<file path="config.mk">
export PLATFORM = sky130hd
export DESIGN_NAME = lab9_soc_nios2_qsys_0_oci_dct_packer
export DESIGN_NICKNAME = d
export VERILOG_FILES = /design/src/rtl/lab9_soc_oci_trace_pkg.sv /design/src/rtl/lab9_soc_nios2_qsys_0_oci_dct_outreg.sv /design/src/rtl/lab9_soc_nios2_qsys_0_oci_dct_packer.sv
export SDC_FILE = /design/constraint.sdc
export NUM_CORES = 1
export LEC_CHECK = 0
export ABC_CLOCK_PERIOD_IN_PS = 2400
export CORE_ASPECT_RATIO = 0.8
export CORE_UTILIZATION = 45
export DETAILED_ROUTE_END_ITERATION = 16
export PLACE_DENSITY_LB_ADDON = 0.25
export SKIP_CTS_REPAIR_TIMING = 1
export SYNTH_ARGS = -nofsm -noshare
export SYNTH_HDL_FRONTEND = slang
export SYNTH_SLANG_ARGS = --single-unit
</file>
<file path="constraint.sdc">
create_clock -name clk -period 2.4 [get_ports clk]
set_input_delay 0.48 -clock clk [delete_from_list [all_inputs] [get_ports clk]]
set_output_delay 0.48 -clock clk [all_outputs]
set_load 0.02 [all_outputs]
</file>
<file path="src/rtl/lab9_soc_oci_trace_pkg.sv">
// Shared constants and types for the OCI data-capture-trace packer.
// Widths are fixed by the OCI trace word format.
package lab9_soc_oci_trace_pkg;

    localparam int unsigned DCT_CODE_W = 2;
    localparam int unsigned DCT_SLOTS  = 15;
    localparam int unsigned DCT_BUF_W  = 30;
    localparam int unsigned DCT_CNT_W  = 4;

    typedef enum logic {
        StEmpty,
        StFull
    } out_state_e;

    // Writes one code into slot idx of a packed buffer, leaving other slots untouched.
    function automatic logic [DCT_BUF_W-1:0] dct_slot_insert(
        input logic [DCT_BUF_W-1:0]  buf_in,
        input logic [DCT_CNT_W-1:0]  idx,
        input logic [DCT_CODE_W-1:0] code
    );
        logic [DCT_BUF_W-1:0] buf_out;
        buf_out = buf_in;
        for (int k = 0; k < int'(DCT_SLOTS); k++) begin
            if (idx == DCT_CNT_W'(k)) begin
                buf_out[k*DCT_CODE_W +: DCT_CODE_W] = code;
            end
        end
        return buf_out;
    endfunction

endpackage

</file>
<file path="src/rtl/lab9_soc_nios2_qsys_0_oci_dct_outreg.sv">
// Output holding register for packed DCT words: valid/ready handshake and
// a running count of words handed to the trace FIFO.
module lab9_soc_nios2_qsys_0_oci_dct_outreg
    import lab9_soc_oci_trace_pkg::*;
(
    input  logic                 clk,
    input  logic                 reset_n,
    input  logic                 load_i,
    input  logic [DCT_BUF_W-1:0] load_data_i,
    input  logic [DCT_CNT_W-1:0] load_count_i,
    input  logic                 out_ready_i,
    output logic                 out_free_o,
    output logic                 out_valid_o,
    output logic [DCT_BUF_W-1:0] out_data_o,
    output logic [DCT_CNT_W-1:0] out_count_o,
    output logic [15:0]          word_count_o
);

    out_state_e           state_q, state_d;
    logic [DCT_BUF_W-1:0] data_q, data_d;
    logic [DCT_CNT_W-1:0] count_q, count_d;
    logic [15:0]          word_q, word_d;

    always_comb begin
        state_d = state_q;
        data_d  = data_q;
        count_d = count_q;
        word_d  = word_q;
        unique case (state_q)
            StEmpty: begin
                if (load_i) begin
                    state_d = StFull;
                end
            end
            StFull: begin
                if (load_i) begin
                    state_d = StFull;
                end else if (out_ready_i) begin
                    state_d = StEmpty;
                end
            end
            default: state_d = StEmpty;
        endcase
        if (load_i) begin
            data_d  = load_data_i;
            count_d = load_count_i;
            word_d  = word_q + 16'd1;
        end
    end

    always_ff @(posedge clk) begin
        if (!reset_n) begin
            state_q <= StEmpty;
            data_q  <= '0;
            count_q <= '0;
            word_q  <= '0;
        end else begin
            state_q <= state_d;
            data_q  <= data_d;
            count_q <= count_d;
            word_q  <= word_d;
        end
    end

    assign out_valid_o  = (state_q == StFull);
    assign out_free_o   = (state_q == StEmpty) || out_ready_i;
    assign out_data_o   = data_q;
    assign out_count_o  = count_q;
    assign word_count_o = word_q;

endmodule

</file>
<file path="src/rtl/lab9_soc_nios2_qsys_0_oci_dct_packer.sv">
// Packs 2-bit DCT codes into 30-bit words of up to 15 codes, double buffered
// against a stalled output so accumulation can continue.
module lab9_soc_nios2_qsys_0_oci_dct_packer
    import lab9_soc_oci_trace_pkg::*;
(
    input  logic                  clk,
    input  logic                  reset_n,
    input  logic                  trc_on,
    input  logic                  item_valid,
    input  logic [DCT_CODE_W-1:0] item_code,
    output logic                  item_ready,
    input  logic                  flush,
    output logic [DCT_BUF_W-1:0]  dct_buffer,
    output logic [DCT_CNT_W-1:0]  dct_count,
    output logic                  out_valid,
    input  logic                  out_ready,
    output logic [DCT_BUF_W-1:0]  out_data,
    output logic [DCT_CNT_W-1:0]  out_count,
    output logic [15:0]           word_count
);

    localparam logic [DCT_CNT_W-1:0] CntFull = DCT_CNT_W'(DCT_SLOTS);

    logic [DCT_BUF_W-1:0] buf_q, buf_d;
    logic [DCT_CNT_W-1:0] cnt_q, cnt_d;
    logic                 pend_q, pend_d;
    logic                 out_free;
    logic                 accept;
    logic                 xfer;

    assign item_ready = trc_on && ((cnt_q != CntFull) || out_free);
    assign accept     = item_valid && item_ready;
    assign xfer       = ((cnt_q == CntFull) || (pend_q && (cnt_q != '0))) && out_free;

    always_comb begin
        buf_d  = buf_q;
        cnt_d  = cnt_q;
        pend_d = pend_q;

        if (xfer) begin
            // A code accepted on the transfer cycle starts the fresh buffer.
            buf_d = '0;
            cnt_d = '0;
            if (accept) begin
                buf_d = dct_slot_insert('0, '0, item_code);
                cnt_d = DCT_CNT_W'(1);
            end
        end else if (accept) begin
            buf_d = dct_slot_insert(buf_q, cnt_q, item_code);
            cnt_d = cnt_q + DCT_CNT_W'(1);
        end

        if (flush) begin
            pend_d = 1'b1;
        end else if (xfer || ((cnt_q == '0) && !accept)) begin
            pend_d = 1'b0;
        end
    end

    always_ff @(posedge clk) begin
        if (!reset_n) begin
            buf_q  <= '0;
            cnt_q  <= '0;
            pend_q <= 1'b0;
        end else begin
            buf_q  <= buf_d;
            cnt_q  <= cnt_d;
            pend_q <= pend_d;
        end
    end

    assign dct_buffer = buf_q;
    assign dct_count  = cnt_q;

    lab9_soc_nios2_qsys_0_oci_dct_outreg u_outreg (
        .clk          (clk),
        .reset_n      (reset_n),
        .load_i       (xfer),
        .load_data_i  (buf_q),
        .load_count_i (cnt_q),
        .out_ready_i  (out_ready),
        .out_free_o   (out_free),
        .out_valid_o  (out_valid),
        .out_data_o   (out_data),
        .out_count_o  (out_count),
        .word_count_o (word_count)
    );

endmodule

</file>
Word level (Yosys, flattened, before mapping)
Index checks and enable logic that the tools add are counted.
{ "totals": {"regBits": 86, "in_bits": 8, "out_inout_bits": 86, "wordCells": 111} }
{ "op_classes": {"n_addsub": 2, "n_eq_ne": 16, "n_mux": 27, "bitwise": 1, "n_reduce_logical": 44} }
{ "ops": {"columns": ["cell", "n"], "rows": [
  ["30-bit 2-to-1 mux", 2],
  ["2-bit nonzero test", 17],
  ["4-bit equality test (second input constant)", 8],
  ["2-bit 2-to-1 mux", 16],
  ["2-bit AND reduction", 15],
  ["16-bit by 1-bit adder with 16-bit output (second input constant)", 1],
  ["4-bit by 3-bit equality test with 1-bit output (second input constant)", 4],
  ["4-bit by 2-bit equality test with 1-bit output (second input constant)", 2],
  ["4-bit 2-to-1 mux", 2],
  ["1-bit 2-to-1 mux", 6],
  ["1-bit logical AND", 5],
  ["4-bit by 1-bit adder with 4-bit output (second input constant)", 1],
  ["4-bit by 1-bit equality test with 1-bit output (second input constant)", 1],
  ["4-bit zero test", 1],
  ["1-bit logical OR", 4],
  ["4-bit inequality test (second input constant)", 1],
  ["4-bit nonzero test", 1],
  ["1-bit one-hot mux with 2 select lines", 1],
  ["1-bit zero test", 1],
  ["1-bit NOT", 1]
]} }

Depth between registers and ports, before layout
Gate-level depths: netlist (run 1).
{ "depth": {"ltp_word": 10, "depth_mapped": 8, "mapped_depth_nobuf": 6} }

Hierarchy
A second synthesis (run 1) with hierarchy kept.
{ "unflattened": {"hier_cells": 360, "area_unflattened_um2": 3622.2} }
{ "modules_own_cells": {"columns": ["module", "instances", "cells_per_inst", "area_each_um2", "seq_area_each_um2"], "rows": [
  ["lab9_soc_nios2_qsys_0_oci_dct_outreg", 1, 195, 1943.1, 1021.0],
  ["lab9_soc_nios2_qsys_0_oci_dct_packer", 1, 165, 1679.1, 700.7]
]} }

Worst setup path after synthesis (run 1)
Ideal clock, no wire load.
{ "synth_path": {"path_type": "reg-to-output", "startpoint": "reg cnt_q[0] (netlist: dct_count[0])", "endpoint": "out item_ready", "arrival_time_ns": 1.491, "t_required_ns": 1.920, "setup_slack_ns": 0.429, "path_stages_with_launch": 5, "n_path_buf": 1, "cell_sequence": "dfxtp_1 > ha_1 > buf_2 > and3_1 > a21boi_0"} }
{ "synth_via": {"elab_chain_cells": 3} }
{ "synth_lines": {"columns": ["item", "line_no", "rtl"], "rows": [
  ["from (decl)", "lab9_soc_nios2_qsys_0_oci_dct_packer.sv:25", "logic [DCT_CNT_W-1:0] cnt_q, cnt_d;"],
  ["from (signal assigned)", "lab9_soc_nios2_qsys_0_oci_dct_packer.sv:67", "cnt_q <= cnt_d;"],
  ["4-bit inequality test", "lab9_soc_nios2_qsys_0_oci_dct_packer.sv:31", "assign item_ready = trc_on && ((cnt_q != CntFull) || out_free);"],
  ["1-bit logical OR", "lab9_soc_nios2_qsys_0_oci_dct_packer.sv:31", null],
  ["1-bit logical AND", "lab9_soc_nios2_qsys_0_oci_dct_packer.sv:31", null],
  ["to (decl)", "lab9_soc_nios2_qsys_0_oci_dct_packer.sv:11", "output logic item_ready,"]
]} }
Every way passes these cells.

Worst setup path in the final report (run 1)
Same ends and word-level chain as after synthesis.

==> results.md, run 1 <==
* Status: complete, but fails checks
* Failing checks: DRC
* Num CTS Buffers at 9
* Critical setup path kind: reg -> out
* Vias in the first global route at 3302
* Ys flop type: dfxtp_1
* Cell count after synthesis at 441
* H-tree levels at 3
* Worst skew pair latency at 0.36 ns
* Boundary Pins at 94
* Syn Std Cell Area at 3680 um2
* Internal cell power at 2.12 mW
* Worst-path maximum fanout at 6
* LEAKAGE at 1.62 nW
* Post-layout util at 62.5%
* Initial antenna violation count at 0
* DRT Pass-1 Iters at 10
* Detail Route Antenna Nets at 0
* Clk buf depth at 2
* First-pass GRT wire length at 15.9 mm
* FILL cells at 728
* Worst setup EP type: output pin
* Post-route DRC violation count at 2
* Maximum clock frequency at 465 MHz
* RSZ-0062 raised after global routing: false
* CTS tree: yes
* Ant diodes at 0
* Via Count at 3602
* Combinational share of power at 6.3%
* Initial Util at 46.5%
* Clock slew at reported path FFs at 0.09 ns
* Wire length per cell at 15.5 um
* Area Overhead vs Synth at 34.5%
* Die footprint at 8540 um2
* Worst EP required at 1.92 ns
* Worst EP arrival at 1.67 ns
* GRT overflow at 0
* Clk root buf: clkbuf_8
* Final Power at 2.77 mW
* Hold/Removal Path Class: reg -> reg
* Setup Skew at 0.0113 ns
* Row Count at 29
* Period minus WS final at 2.15 ns
* Layout cells sized above 1 at 8.52%
* Final WS setup at 0.247 ns
* Clk network pwr share at 41.6%
* CORE AREA at 7910 um2
* Syn_area_per_cell at 8.34 um2
* Synth Register Bits at 86
* Part of the Yosys area used for sequential elements at 46.8%
* Power Density at 560 nW/um2
* Die X-Extent at 103 um
* YS warnings at 0
* Global placer's final weighted congestion at 0.806
* Sequential share of power at 52.1%
* Slowest stage delay, CP at 0.39 ns
* Slew headroom at 57.3%
* Largest net degree at the start of global routing at 46
* Final wirelength at 9.85 mm
* Clk sinks at 86
* Final period utilization at 89.7%
* Endpoints failing setup at 0
* Critical path launch point type: flip-flop
* Post-DP HPWL at 6.79 mm
* 1st-iter DRT viols at 166
* Worst vdd ir at 0.379 mV
* Netlist cell types at 41
* Tot GR Track Use at 23.9%
* Max Cap Viol at 0
* DP Worst Slack at 0.0808 ns
* DR vias/cell at 5.66
* CP max-delay cell: dfxtp_1
* P_sw at 0.653 mW
* CP cell instances: ha_1 -> and3_1 -> a21boi_0 -> dlymetal6s2s_1
* Number of synthesized flops with an enable pin at 0
* Ys async rst share at 0%
* NumNets Final at 536
* Die Ht at 82.9 um
* Slew Viols, Final at 0
* Switching Fraction at 23.6%
* Net Count, Synth at 454
* Final Hold Fails at 0
* Least-Margin Pin Slew at 0.639 ns
* PortBufs at 93
## through the flow
| step | TNS, ns | hold slack, ns | cell area, um2 | instances |
|---|---|---|---|---|
| finish | 0 | 0.480 | 4950 | 636 |
| global route | 0 | 0.490 | 4950 | 636 |
| CTS | -0.165 | 0.480 | 4940 | 636 |
| detailed placement | 0 | 0.467 | 4720 | 620 |
| global placement | 0 | 0.464 | 4720 | 620 |
| floorplan | 0 | 0.522 | 3680 | 441 |
## power by group through the flow
| stage | sequential (mW) | combinational [mW] | clock (mW) |
|---|---|---|---|
| 2_1_floorplan | 1.48 | 0.0977 | 0 |
| 3_3_place_gp | 1.48 | 0.171 | 0 |
| 3_5_place_dp | 1.48 | 0.174 | 0 |
| 4_1_cts | 1.44 | 0.176 | 1.17 |
| 5_1_grt | 1.45 | 0.189 | 1.24 |
| 6_report | 1.44 | 0.175 | 1.15 |
## synth_stat cells (all sizes together) (4+ instances only)
cell	instances	area, um2
nand2	36	135
o31ai	10	75.1
buf	20	116
ha	5	62.6
dfxtp	86	1720
nor2	19	71.3
or4	10	75.1
a211oi	6	45.0
clkbuf	19	72.6
nand4	5	37.5
inv	4	15.0
or2	4	25.0
a21oi	75	375
nand2b	5	38.8
nand3	42	210
o21ai	61	305
mux2i	11	110
## routing by layer
| layer | global-route usage (%) | up-vias | wire, um |
|---|---|---|---|
| met5 | 0 | - | 0 |
| met4 | 6.27 | 0 | 106 |
| met3 | 6.82 | 13 | 567 |
| met2 | 37.9 | 107 | 4650 |
| met1 | 31.9 | 1739 | 4530 |
| li1 | - | 1743 | - |
## area by class of cell
class | count | area, um2 | share of cell area [%]
inverters | 5 | 18.8 | 0.379
clock inverters | 6 | 91.3 | 1.85
multi-input cells | 311 | 1760 | 35.5
well taps | 108 | 135 | 2.73
flip-flops and latches | 86 | 1720 | 34.8
clock buffers | 10 | 138 | 2.78
repair buffers | 110 | 1090 | 22.0
## registers in the layout, indices dropped and copies added, names as in the netlist
register               flops
dct_buffer                30
u_outreg.out_valid_o       1
dct_count                  4
u_outreg.out_count_o       4
u_outreg.word_count_o     16
u_outreg.out_data_o       30
pend_q                     1
## logic make-up (layout without fill, tap and decap cells)
logic type / Yosys count / in the layout / synth area share, %
simple gates: 134 / 134 / 18.6
buf+inv: 44 / 131 / 5.65
compound gates: 160 / 160 / 24.0
flops: 86 / 86 / 46.8
xor+xnor: 1 / 1 / 0.238
fa+ha+maj: 5 / 5 / 1.70
mux: 11 / 11 / 2.99
## critical path, delay by kind of cell (launching register included)
family,cells,cell delay [ns]
flops,1,0.39
fa+ha+maj,1,0.25
simple gates,1,0.25
buf+inv,1,0.25
compound gates,1,0.18
## worst paths after layout
kind / endpoint / cells past startpoint / slack, ns / startpoint
max: item_ready / 4 / 0.25 / dct_count[0]
min: u_outreg.out_data_o[23] / 2 / 0.48 / u_outreg.out_data_o[23]
max reg2reg: u_outreg.out_data_o[13] / 7 / 0.26 / dct_count[1]
min reg2reg: u_outreg.out_data_o[23] / 2 / 0.48 / u_outreg.out_data_o[23]
## placed cells by master (no fill, tap or decap), types with 2 or more instances in the layout
cell / netlist / routed
clkdlybuf4s50_1: 0 / 92
buf_12: 0 / 2
or2_2: 3 / 3
inv_1: 4 / 4
ha_1: 5 / 5
a32o_1: 2 / 2
mux2i_1: 11 / 11
o21ai_0: 61 / 60
bufinv_16: 0 / 2
and3_1: 2 / 2
or3_1: 3 / 3
o31ai_1: 10 / 10
buf_4: 2 / 15
dfxtp_1: 86 / 86
nand3_1: 42 / 42
clkbuf_8: 0 / 10
nor2_1: 19 / 19
a211oi_1: 6 / 6
a21oi_1: 75 / 75
inv_6: 0 / 2
or4_1: 10 / 10
nand2b_1: 4 / 3
nand3b_1: 2 / 2
nand2_1: 36 / 36
nand4_1: 4 / 4
nor4_1: 2 / 2
No activity file was read; power rests on OpenSTA's default activity.
==> run 2: changes to the inputs <==
SLEW_MARGIN = 15   (was default)
==> results of run 2 <==
Same layout as run 1: the final DEF is identical, and so are final timing and power.
==> run 3: changes to the inputs <==
CAP_MARGIN = 25   (was default)
SKIP_LAST_GASP = 1   (was default)
==> results of run 3 <==
Same layout as run 1: the final DEF is identical, and so are final timing and power.
